## src/rtl/instr_encoder_loader.sv

```systemverilog
`default_nettype none
// ============================================================================
// Module : instr_encoder_loader
// Desc   : Encodes RV32I field bundles into machine words and loads them
//          sequentially into instruction memory through a 2-entry FIFO.
// Rev    : 1.0  initial release
// ============================================================================
module instr_encoder_loader #(
    parameter int ADDR_W    = 10,
    parameter int BASE_ADDR = 0
) (
    input  logic              clk,
    input  logic              rst,
    input  logic              start,
    input  logic              finish,
    input  logic              in_valid,
    output logic              in_ready,
    input  logic [3:0]        in_class,
    input  logic [4:0]        in_rd,
    input  logic [4:0]        in_rs1,
    input  logic [4:0]        in_rs2,
    input  logic [2:0]        in_funct3,
    input  logic [6:0]        in_funct7,
    input  logic [31:0]       in_imm,
    output logic              mem_we,
    output logic [ADDR_W+1:0] mem_addr,
    output logic [31:0]       mem_wdata,
    input  logic              mem_ready,
    output logic              busy,
    output logic              done,
    output logic              err,
    output logic [ADDR_W:0]   count
);

    localparam logic [ADDR_W+1:0] c_base = (ADDR_W+2)'(BASE_ADDR);
    localparam logic [ADDR_W+1:0] c_cap  = (ADDR_W+2)'(2**ADDR_W);
    localparam logic [ADDR_W:0]   c_last = (ADDR_W+1)'(2**ADDR_W - 1);

    localparam logic [6:0] c_op_r      = 7'b0110011;
    localparam logic [6:0] c_op_imm    = 7'b0010011;
    localparam logic [6:0] c_op_load   = 7'b0000011;
    localparam logic [6:0] c_op_store  = 7'b0100011;
    localparam logic [6:0] c_op_branch = 7'b1100011;
    localparam logic [6:0] c_op_jal    = 7'b1101111;
    localparam logic [6:0] c_op_jalr   = 7'b1100111;
    localparam logic [6:0] c_op_lui    = 7'b0110111;
    localparam logic [6:0] c_op_auipc  = 7'b0010111;

    typedef enum logic [1:0] {
        S_IDLE    = 2'd0,
        S_LOADING = 2'd1,
        S_DRAIN   = 2'd2,
        S_DONE    = 2'd3
    } state_t;

    state_t            r_state;
    state_t            w_state_nxt;
    logic [31:0]       r_fifo [2];
    logic              r_wptr;
    logic              r_rptr;
    logic [1:0]        r_occ;
    logic [ADDR_W+1:0] r_addr;
    logic [ADDR_W:0]   r_count;
    logic              r_err;

    logic [31:0]       w_word;
    logic              w_legal;
    logic              w_accept;
    logic              w_no_room;
    logic              w_push;
    logic              w_pop;
    logic              w_active;

    // Field bundle -> machine word; w_legal flags classes/offsets that must be dropped.
    always_comb begin
        w_word  = '0;
        w_legal = 1'b1;
        case (in_class)
            4'd0: w_word = {in_funct7, in_rs2, in_rs1, in_funct3, in_rd, c_op_r};
            4'd1: begin
                if (in_funct3 == 3'b001 || in_funct3 == 3'b101)
                    w_word = {in_funct7, in_imm[4:0], in_rs1, in_funct3, in_rd, c_op_imm};
                else
                    w_word = {in_imm[11:0], in_rs1, in_funct3, in_rd, c_op_imm};
            end
            4'd2: w_word = {in_imm[11:0], in_rs1, in_funct3, in_rd, c_op_load};
            4'd3: w_word = {in_imm[11:5], in_rs2, in_rs1, in_funct3, in_imm[4:0], c_op_store};
            4'd4: begin
                w_word  = {in_imm[12], in_imm[10:5], in_rs2, in_rs1, in_funct3,
                           in_imm[4:1], in_imm[11], c_op_branch};
                w_legal = ~in_imm[0];
            end
            4'd5: begin
                w_word  = {in_imm[20], in_imm[10:1], in_imm[11], in_imm[19:12], in_rd, c_op_jal};
                w_legal = ~in_imm[0];
            end
            4'd6: w_word = {in_imm[11:0], in_rs1, 3'b000, in_rd, c_op_jalr};
            4'd7: w_word = {in_imm[31:12], in_rd, c_op_lui};
            4'd8: w_word = {in_imm[31:12], in_rd, c_op_auipc};
            default: w_legal = 1'b0;
        endcase
    end

    assign w_active  = (r_state == S_LOADING) || (r_state == S_DRAIN);
    assign in_ready  = (r_state == S_LOADING) && (r_occ != 2'd2);
    assign mem_we    = w_active && (r_occ != 2'd0);
    assign mem_wdata = r_fifo[r_rptr];
    assign mem_addr  = r_addr;
    assign busy      = w_active;
    assign done      = (r_state == S_DONE);
    assign err       = r_err;
    assign count     = r_count;

    // Written words plus queued words may never exceed imem capacity.
    assign w_no_room = (({1'b0, r_count} + (ADDR_W+2)'(r_occ)) == c_cap);
    assign w_accept  = in_valid && in_ready && !start;
    assign w_push    = w_accept && w_legal && !w_no_room;
    assign w_pop     = mem_we && mem_ready && !start;

    always_ff @(posedge clk or posedge rst) begin
        if (rst) begin
            r_fifo[0] <= '0;
            r_fifo[1] <= '0;
            r_wptr    <= 1'b0;
            r_rptr    <= 1'b0;
            r_occ     <= 2'd0;
            r_addr    <= c_base;
            r_count   <= '0;
            r_err     <= 1'b0;
        end else if (start) begin
            r_wptr    <= 1'b0;
            r_rptr    <= 1'b0;
            r_occ     <= 2'd0;
            r_addr    <= c_base;
            r_count   <= '0;
            r_err     <= 1'b0;
        end else begin
            if (w_push) begin
                r_fifo[r_wptr] <= w_word;
                r_wptr         <= ~r_wptr;
            end
            if (w_pop) begin
                r_rptr  <= ~r_rptr;
                r_count <= r_count + (ADDR_W+1)'(1);
                // Pointer parks on the last word once imem is full instead of wrapping.
                if (r_count != c_last)
                    r_addr <= r_addr + (ADDR_W+2)'(4);
            end
            case ({w_push, w_pop})
                2'b10:   r_occ <= r_occ + 2'd1;
                2'b01:   r_occ <= r_occ - 2'd1;
                default: r_occ <= r_occ;
            endcase
            if (w_accept && (!w_legal || w_no_room))
                r_err <= 1'b1;
        end
    end

    always_ff @(posedge clk or posedge rst) begin
        if (rst)
            r_state <= S_IDLE;
        else
            r_state <= w_state_nxt;
    end

    always_comb begin
        w_state_nxt = r_state;
        if (start) begin
            w_state_nxt = S_LOADING;
        end else begin
            case (r_state)
                S_LOADING: if (finish) w_state_nxt = S_DRAIN;
                S_DRAIN:   if (r_occ == 2'd0) w_state_nxt = S_DONE;
                default:   w_state_nxt = r_state;
            endcase
        end
    end

endmodule
`default_nettype wire

```

## config.mk

```make
export PLATFORM = sky130hd
export DESIGN_NAME = instr_encoder_loader
export DESIGN_NICKNAME = d
export VERILOG_FILES = /design/src/rtl/instr_encoder_loader.sv
export SDC_FILE = /design/constraint.sdc
export NUM_CORES = 1
export LEC_CHECK = 0
export CAP_MARGIN = 20
export CORE_MARGIN = 5
export CORE_UTILIZATION = 50
export CTS_BUF_LIST = sky130_fd_sc_hd__clkbuf_8 sky130_fd_sc_hd__clkbuf_16
export DETAILED_ROUTE_END_ITERATION = 8
export PLACE_DENSITY = 0.8
export SLEW_MARGIN = 15
export SYNTH_ARGS = -nofsm -noshare
export SYNTH_HDL_FRONTEND = slang
export SYNTH_SLANG_ARGS = --single-unit
```

## constraint.sdc

```tcl
create_clock -name clk -period 6.7 [get_ports clk]
set_input_delay 1.34 -clock clk [delete_from_list [all_inputs] [get_ports clk]]
set_output_delay 1.34 -clock clk [all_outputs]
set_load 0.05 [all_outputs]
```

==> results.cfg <==
[min_path]
hold_class = reg2reg

[pwr]
leakagePower_nw = 3.06
pwr_density_cell_nw_per_um2 = 331
ir_drop_uv = 266
power_mw = 2.28

[timing]
setup_viol = 0
hold_viol = 0
report.final.slew_viol_count = 0
fin_skew_ns = 0.0115
rsz0062_at_grt = no
fmax_mhz = 232
post-route-min-period_ns = 4.31
fin_tns_setup_ns = 0
worst_slew_pin_slew_ns = 1.07
relSlewSlack_pct = 28.7
finalCritPeriodShare_pct = 64.3
hold_slack_ns = 0.472
worst_slack_ns = 2.39

[yosys]
yosysMostFrequentCell = dfrtp_1
ys.warnings.count = 0
synth_area_leaders = dfrtp_1 42%, mux2_2 13%, mux2_4 8.1%, a21oi_1 2.8%, nor2b_1 2.4%
synth.top_cells.by_count = 90 x dfrtp_1, 61 x mux2_2, 30 x a21oi_1, 30 x nand2_1
synth_cells = 501
synth_top_flop_cell = dfrtp_1
ys_types = 58
synth_seq_cells = 90
synth_top_area_share_pct = 41.8
synthArstFlopShare_pct = 100
yosys.area.top_type = dfrtp_1
synth-seq-area-share_pct = 41.8
synth_area_per_cell_um2 = 10.8
netlist_area_um2 = 5390
synth_edf_count = 0

[clock_tree]
clkTransAtPathRegs_ns = 0.09
clk_latency_ns = 0.36
ctsHoldBuffers = 0
cts.sinks = 90
cts_tree = done
cts_buffers = 9
clk_path_buf_depth = 2
root_buffer = clkbuf_8
cts-resized-gates = 0
postCtsSetupBuffers = 0
htreeDepth = 3

[routing]
drc = 0
first_iter_violations = 209
postRouteAntennaNets = 0
wl_mm = 13.5
drtPass1Iterations = 4
dr_total_vias = 4242
viasPerCell = 5.65
wl_per_cell_um = 18.0

[global_route]
grt_pass1_wl_mm = 22.0
antenna_found_initial = 0
grt_pass1_vias = 4402
grt_max_degree = 60
overflow = 0
grt_usage_pct = 21.0

[final_layout]
fillers = 866
nets = 682
final-seq-area_um2 = 2250
multi_input_area_um2 = 2910
drive_gt1_share_pct = 20.0
final_core_util_pct = 64.2
antennaDiodeCount = 0
area_growth_pct = 27.5

[job]
max_cap_violations = 0

[worst_setup_path]
crit_path_end_kind = flop
worstSetupPathType = in2reg
cp_slowest_cell = or3_2
cp_slowest_stage_delay_ns = 0.99
cp_cell_sequence = clkdlybuf4s50_1 > or2_2 > nand2_1 > nand4_1 > or3_2 > mux2_4
cp.required_ns = 6.95
arrival_ns = 4.55
start_kind = input port
path_max_fanout = 31

[die]
die_height_um = 114
dieArea_um2 = 13000
io_pins = 127
design.core.area_um2 = 10700
rows = 38
die_width_um = 114
start_util_pct = 50.4

[run_status]
outcome = finished, final reports clean

[placement]
port_buffers = 124
dp.final_hpwl_mm = 9.75
dp_slack_ns = 2.07
place.gp.congestion = 0.896
[worst max-delay path, delay by kind of cell]
kind | cells | cell delay, ns
buf+inv | 1 | 0.87
simple gates | 4 | 1.86
mux | 1 | 0.45
[per-stage QoR]
stage          instances  cell area (µm²)
6_report             751             6870
5_1_grt              751             6870
4_1_cts              751             6870
3_5_place_dp         736             6670
3_3_place_gp         736             6670
2_1_floorplan        502             5390
[cells by family (layout without fill, tap and decap cells)]
family / after synthesis / count (layout) / share of synthesized area [%]
simple gates: 137 / 137 / 13.7
compound gates: 99 / 99 / 12.2
mux: 97 / 97 / 22.2
flops: 90 / 90 / 41.8
buf+inv: 46 / 155 / 4.37
xor+xnor: 23 / 23 / 3.74
fa+ha+maj: 8 / 8 / 2.00
other cells: 1 / 2 / 0.0696
[path summary, 6_finish.rpt]
kind	startpoint	endpoint	slack [ns]	cells after the start
max	in_class[0]	r_fifo[29]$_DFFE_PP0P_	2.39	6
min in group asynchronous	rst	mem_addr[11]$_DFFE_PP0P_	1.32	2
min reg2reg	r_fifo[1]$_DFFE_PP0P_	r_fifo[1]$_DFFE_PP0P_	0.47	1
max in group asynchronous	rst	count[10]$_DFFE_PP0P_	4.22	3
min	r_fifo[1]$_DFFE_PP0P_	r_fifo[1]$_DFFE_PP0P_	0.47	1
max reg2reg	count[0]$_DFFE_PP0P_	r_fifo[30]$_DFFE_PP0P_	2.88	8
[power breakdown]
group          internal, mW  switching (mW)  leakage (nW)
Combinational         0.469           0.667          1.76
Sequential            0.675          0.0788          1.21
Clock                 0.176           0.211        0.0914
[placed cells by master, fill, tap and decap left out, types with 3 or more instances in the layout]
cell type and count:
a21oi_1 30, nand3_1 4, dfrtp_1 90, mux2i_1 6, xor2_1 11, nor3_1 6
clkdlybuf4s50_1 124, or3_1 3, or2_2 3, clkinvlp_4 3, a22o_1 6, mux2_4 29
mux2_2 61, nand4_1 11, nor2b_1 21, a22oi_1 5, and3_1 5, nand2_1 30
a221oi_1 5, nor2_1 29, a21o_1 11, buf_4 7, nor4_1 5, o22ai_1 8
inv_1 8, and2_1 4, nand2b_1 5, xnor2_1 12, a211oi_1 5, clkbuf_8 9
ha_1 7, o21ai_0 13, a21boi_0 3
[flip-flops by register name, summed over array words and instances (netlist names)]
signal / count
count: 11
r_state: 2
mem_addr: 10
err: 1
r_wptr: 1
r_occ: 2
r_rptr: 1
r_fifo: 62
[area by class of cell]
cell class / count / share of cell area, %
multi-input cells: 366 / 42.4
flip-flops and latches: 90 / 32.8
repair buffers: 131 / 18.8
well taps: 140 / 2.55
clock buffers: 9 / 1.80
clock inverters: 6 / 1.09
inverters: 9 / 0.510
[routing by layer]
metal | share of wire (%) | global-route usage [%] | up-vias
li1 | - | - | 2013
met1 | 44 | 27.4 | 2069
met2 | 49 | 35.8 | 144
met3 | 5.7 | 3.40 | 16
met4 | 1.4 | 6.89 | 0
met5 | 0 | 0 | -
Power figures use the tool's default switching activity.
